**config.mk**
```make
export PLATFORM = sky130hd
export DESIGN_NAME = fpadd_stream_ctrl
export DESIGN_NICKNAME = d
export VERILOG_FILES = /design/src/rtl/fpadd_stream_ctrl.sv
export SDC_FILE = /design/constraint.sdc
export NUM_CORES = 1
export LEC_CHECK = 0
export ABC_AREA = 1
export ABC_CLOCK_PERIOD_IN_PS = 6600
export BUFFER_PORTS_ARGS = -buffer_cell sky130_fd_sc_hd__buf_2
export CAP_MARGIN = 40
export CORE_ASPECT_RATIO = 0.75
export CORE_MARGIN = 5
export CORE_UTILIZATION = 52
export CTS_CLUSTER_SIZE = 14
export DETAILED_ROUTE_END_ITERATION = 8
export PLACE_DENSITY = 0.83
export RECOVER_POWER = 100
export SLEW_MARGIN = 25
export SYNTH_ARGS = -nofsm -noshare
export SYNTH_HDL_FRONTEND = slang
export SYNTH_SLANG_ARGS = --single-unit
```
**constraint.sdc**
```tcl
create_clock -name clk -period 6.6 [get_ports clk]
set_input_delay 0.33 -clock clk [delete_from_list [all_inputs] [get_ports clk]]
set_output_delay 0.33 -clock clk [all_outputs]
set_load 0.05 [all_outputs]
```
**src/rtl/fpadd_stream_ctrl.sv**
```systemverilog
// fpadd_stream_ctrl
//   Streams LEN operand pairs from two operand memories into a fixed-latency,
//   non-stallable FloPoCo FP adder. The adder takes {exn[1:0], IEEE754} operands.
//   Results are written back as plain IEEE754 words. A valid/address shift
//   register, matched to the adder latency, tracks each slot in flight.
//
// Ports
//   clk, rst_n           clock (rising edge), synchronous active-low reset
//   start, len           launch a run of len elements (sampled in IDLE only)
//   src_valid            shell can serve a read this cycle
//   rd_en, rd_addr       read strobe / element index to both operand memories
//   rd_data0, rd_data1   operand words, valid one cycle after rd_en
//   fpa_x, fpa_y         adder operands in FloPoCo format
//   fpa_r                adder result in FloPoCo format
//   wr_en, wr_addr       result write strobe / element index
//   wr_data              IEEE754 result, zero when wr_en is low
//   busy, done           run in progress / one-cycle end-of-run pulse
//   dbg_state            current FSM state, for observation only
//
// Handshake: the shell raises src_valid when it can serve a read in that
// cycle. In RUN, rd_en mirrors src_valid combinationally, and each rd_en
// consumes exactly one element. Neither the adder nor the write port can
// stall. wr_en is therefore a pure strobe with no back-pressure.
module fpadd_stream_ctrl #(
    parameter int DATAW = 32,
    parameter int ADDRW = 10,
    parameter int LAT   = 7
) (
    input  logic             clk,
    input  logic             rst_n,
    input  logic             start,
    input  logic [ADDRW:0]   len,
    input  logic             src_valid,
    output logic             rd_en,
    output logic [ADDRW-1:0] rd_addr,
    input  logic [DATAW-1:0] rd_data0,
    input  logic [DATAW-1:0] rd_data1,
    output logic [DATAW+1:0] fpa_x,
    output logic [DATAW+1:0] fpa_y,
    input  logic [DATAW+1:0] fpa_r,
    output logic             wr_en,
    output logic [ADDRW-1:0] wr_addr,
    output logic [DATAW-1:0] wr_data,
    output logic             busy,
    output logic             done,
    output logic [1:0]       dbg_state
);

    localparam int EXPW = 8;
    localparam int MANW = DATAW - 1 - EXPW;

    localparam logic [1:0] S_IDLE  = 2'd0;
    localparam logic [1:0] S_RUN   = 2'd1;
    localparam logic [1:0] S_DRAIN = 2'd2;
    localparam logic [1:0] S_DONE  = 2'd3;

    logic [1:0]       state_q, state_d;
    logic [ADDRW-1:0] idx_q, idx_d;
    logic [ADDRW:0]   len_q, len_d;
    logic [ADDRW:0]   outst_q, outst_d;
    logic [LAT:0]     vld_q;
    logic [ADDRW-1:0] adr_q [0:LAT];
    logic             last_issue;
    logic [DATAW-1:0] dec;
    logic             r_sign;

    // Denormals map to exn 00, so the adder sees them as zero.
    function automatic logic [1:0] exn_of(input logic [DATAW-1:0] w);
        logic [EXPW-1:0] e;
        logic [MANW-1:0] m;
        e = w[DATAW-2 -: EXPW];
        m = w[MANW-1:0];
        if (e == '0)
            exn_of = 2'b00;
        else if (e == '1)
            exn_of = (m == '0) ? 2'b10 : 2'b11;
        else
            exn_of = 2'b01;
    endfunction

    assign fpa_x = {exn_of(rd_data0), rd_data0};
    assign fpa_y = {exn_of(rd_data1), rd_data1};

    assign rd_en      = (state_q == S_RUN) && src_valid;
    assign rd_addr    = rd_en ? idx_q : '0;
    assign last_issue = rd_en && ({1'b0, idx_q} == (len_q - 1'b1));

    // Bubbles carry address 0, so the tail address is already zero when idle.
    assign wr_en   = vld_q[LAT];
    assign wr_addr = adr_q[LAT];

    assign r_sign = fpa_r[DATAW-1];
    always_comb begin
        dec = '0;
        case (fpa_r[DATAW+1:DATAW])
            2'b00:   dec = {r_sign, {(DATAW-1){1'b0}}};
            2'b01:   dec = fpa_r[DATAW-1:0];
            2'b10:   dec = {r_sign, {EXPW{1'b1}}, {MANW{1'b0}}};
            default: dec = {1'b0, {EXPW{1'b1}}, 1'b1, {(MANW-1){1'b0}}};
        endcase
    end
    assign wr_data = wr_en ? dec : '0;

    assign busy      = (state_q == S_RUN) || (state_q == S_DRAIN);
    assign done      = (state_q == S_DONE);
    assign dbg_state = state_q;

    always_comb begin
        state_d = state_q;
        idx_d   = idx_q;
        len_d   = len_q;
        // Simultaneous issue and retire cancel out.
        outst_d = outst_q + {{ADDRW{1'b0}}, rd_en} - {{ADDRW{1'b0}}, wr_en};
        // The index wraps naturally after the final issue of a full-size run.
        if (rd_en)
            idx_d = idx_q + 1'b1;
        case (state_q)
            S_IDLE: begin
                if (start) begin
                    len_d   = len;
                    idx_d   = '0;
                    state_d = (len == '0) ? S_DONE : S_RUN;
                end
            end
            S_RUN: begin
                if (last_issue)
                    state_d = S_DRAIN;
            end
            S_DRAIN: begin
                // The last outstanding slot retires this cycle.
                if (wr_en && (outst_q == {{ADDRW{1'b0}}, 1'b1}))
                    state_d = S_DONE;
            end
            default: state_d = S_IDLE;
        endcase
    end

    always_ff @(posedge clk) begin
        if (!rst_n) begin
            state_q <= S_IDLE;
            idx_q   <= '0;
            len_q   <= '0;
            outst_q <= '0;
            vld_q   <= '0;
            for (int i = 0; i <= LAT; i++)
                adr_q[i] <= '0;
        end else begin
            state_q <= state_d;
            idx_q   <= idx_d;
            len_q   <= len_d;
            outst_q <= outst_d;
            vld_q   <= {vld_q[LAT-1:0], rd_en};
            adr_q[0] <= rd_addr;
            for (int i = 1; i <= LAT; i++)
                adr_q[i] <= adr_q[i-1];
        end
    end

endmodule

```
==> results.cfg <==
[placed_design]
hpwlAfterDp_um = 14490
routabilityCongestion = 1.060
port_buffers = 234
post-place-ws_ns = 3.857

[synth]
synth_commonest_cells = nand2_1, inv_1, dfxtp_1, nor2_1, buf_4
synth_cell_types = 36
syn_nets = 922
synth_top_cell_area_share_pct = 42.37
yosysSeqAreaShare_pct = 42.37
synth_top_cell_by_area = dfxtp_1
synth.area.top_cells = dfxtp_1, nand2_1, inv_1, buf_4, nor2_1
yosysWarningCount = 0
yosys_most_used_dff = dfxtp_1
ys_ff_latch = 122
netlist_area_um2 = 5764
synthArstFlopShare_pct = 0
synth-edff-count = 0
yosysMostFrequentCell = nand2_1
avgSynthCellArea_um2 = 7.334
synth_cells = 786

[cts]
cts_setup_buffers = 0
cts_resized = 0
cts_buffer_depth = 2
htree_levels = 4
tritoncts = built
clkSlewWorstSetupHoldPaths_ns = 0.06
numCtsBuffers = 17
holdBufCountCts = 0
clk_latency_ns = 0.41
cts_sinks = 122
cts-root-buf = clkbuf_16

[sta]
timing.final.crit_share_pct = 62.02
clock.fmax_mhz = 244.3
finalMaxSlewViolations = 105
tightestPinTransition_ns = 2.386
hold_viol_final = 0
setup_viol = 0
slew_headroom_pct = -59.09
final.setup.tns_ns = 0
grt_setup_unrepaired = false
finalWorstSetupSlack_ns = 2.507
whs_ns = 0.2058
post-route-min-period_ns = 4.093
finClkSkew_ns = 0.01088

[layout]
fin_nets = 1086
multi_input_area_um2 = 2074
layout-drive-gt1-share_pct = 17.03
regArea_um2 = 2442
fillerInstances = 1024
area_growth_syn_to_layout_pct = 20.10

[route]
first_iter_violations = 311
remaining_drc_errors = 0
first_pass_iters = 4
antenna_left = 0
num_vias = 5284
avgViaCountPerCell = 4.786
wl_per_cell_um = 16.12
wl_um = 17790

[global_route]
grt-ovfl-total = 0
grt_pass1_wl_um = 27100
antenna_found_initial = 1
grt_usage_pct = 26.51
grt_max_degree = 65
grt_pass1_vias = 4964

[worst_setup_path]
worstSetupEndpointType = flop
crit_start = rst_n
slowest_delay_ns = 1.78
start_kind = input pin
crit-reg2reg-launch = dbg_state[1]
crit_type = in -> reg
critical_path_buf_inv_count = 3
slowest_stage = clkbuf_1
cp.arrival_ns = 4.40
crit_family = buffers and inverters
critPathMaxFanout = 64
crit_chain = buf_2, clkbuf_1, clkbuf_1, nand2_1, a211oi_1
worst_ep_required_time_ns = 6.91
cp_common_cell = clkbuf_1

[floorplanning]
ios = 239
die_width_um = 131.6
core_um2 = 10900
core.rowCount = 33
die_area_um2 = 13310
initial_core_util_pct = 52.88
die_h_um = 101.2

[hold_path]
hold_class = in -> reg
worstHoldStart = len[8]

[pwr]
p_int_uw = 1553
swShare_pct = 37.22
power.switching_uw = 920.7
power_leakage_uw = 0.003758
p_clk_share_pct = 36.3
pwr-share-seq_pct = 33.5
pwr-share-comb_pct = 30.2
power_density_nw_per_um2 = 357.3
vdd_ir_drop_max_mv = 0.2382

[outcome]
violations = capacitance limit, slew limit
status = finished with violations

[job]
max-cap-violations = 2
## power groups by stage
stage / combinational [uW] / sequential, uW / clock, uW
4_1_cts: 748 / 827 / 908
3_3_place_gp: 719 / 840 / 0
5_1_grt: 828 / 833 / 949
2_1_floorplan: 577 / 848 / 0
3_5_place_dp: 739 / 842 / 0
6_report: 747 / 828 / 898
## state kept, by name, indices dropped and copies added, names as in the netlist
register and cells:
len_q 11, idx_q 10, vld_q 8, dbg_state 2, outst_q 11, adr_q 80
## logic make-up after synthesis
logic type	share of synthesized area, %
AOI/OAI and AO/OA	6.208
DFF	42.37
adders and majority gates	5.123
buffers and inverters	21.60
and+or+nand+nor	22.88
xor gates and xnor gates	1.823
## final timing paths
kind,end,slack (ns),cells after the start
setup / recovery,idx_q[1],2.51,5
hold / removal,len_q[8],0.21,3
setup reg to reg,outst_q[8],3.55,13
hold reg to reg,vld_q[5],0.40,2
## per-stage QoR
stage	power, uW	cells	cell area, um^2	utilization, %
detailed placement	1581	1071	6516	59.78
finish	2474	1104	6923	63.51
global route	2610	1103	6920	63.49
global placement	1559	1070	6496	59.60
floorplan	1425	786	5764	-
CTS	2483	1103	7096	65.09
## cells in the final DEF, fill, tap and decap left out, types with 18 or more instances in the layout
| master | count |
|---|---|
| ha_1 | 22 |
| o21ai_0 | 26 |
| clkbuf_1 | 124 |
| nor2_1 | 75 |
| dfxtp_1 | 122 |
| nor4_1 | 18 |
| nand2_1 | 162 |
| a21oi_1 | 30 |
| inv_1 | 159 |
| buf_2 | 112 |
## final cells by class
class	instances	share of cell area [%]
clock inverters	15	2.223
well taps	140	2.530
clock buffers	17	6.145
diodes	1	0.03615
flip-flops and latches	122	35.28
repair buffers	236	14.82
inverters	166	9.001
multi-input cells	407	29.97
## metal layers
layer / vias to the layer above / part of all wire, % / global-route usage, %
met5: - / 0.073 / 0
met4: 2 / 0.65 / 5.455
met3: 11 / 9.3 / 7.498
met2: 222 / 46 / 43.49
met1: 2423 / 44 / 35.51
li1: 2626 / - / -
## worst reg2reg max path, cell delays in order (launching register included)
cell and delay (ns):
dfxtp_1 0.34, inv_1 0.11, ha_1 0.18, nand2_1 0.33
inv_1 0.28, ha_1 0.23, inv_1 0.07, fa_1 0.43
o21ai_0 0.18, a21oi_1 0.11, o21ai_0 0.32, a21oi_1 0.14
o21ai_0 0.17, a21oi_1 0.06
No activity file was read; power rests on OpenSTA's default activity.
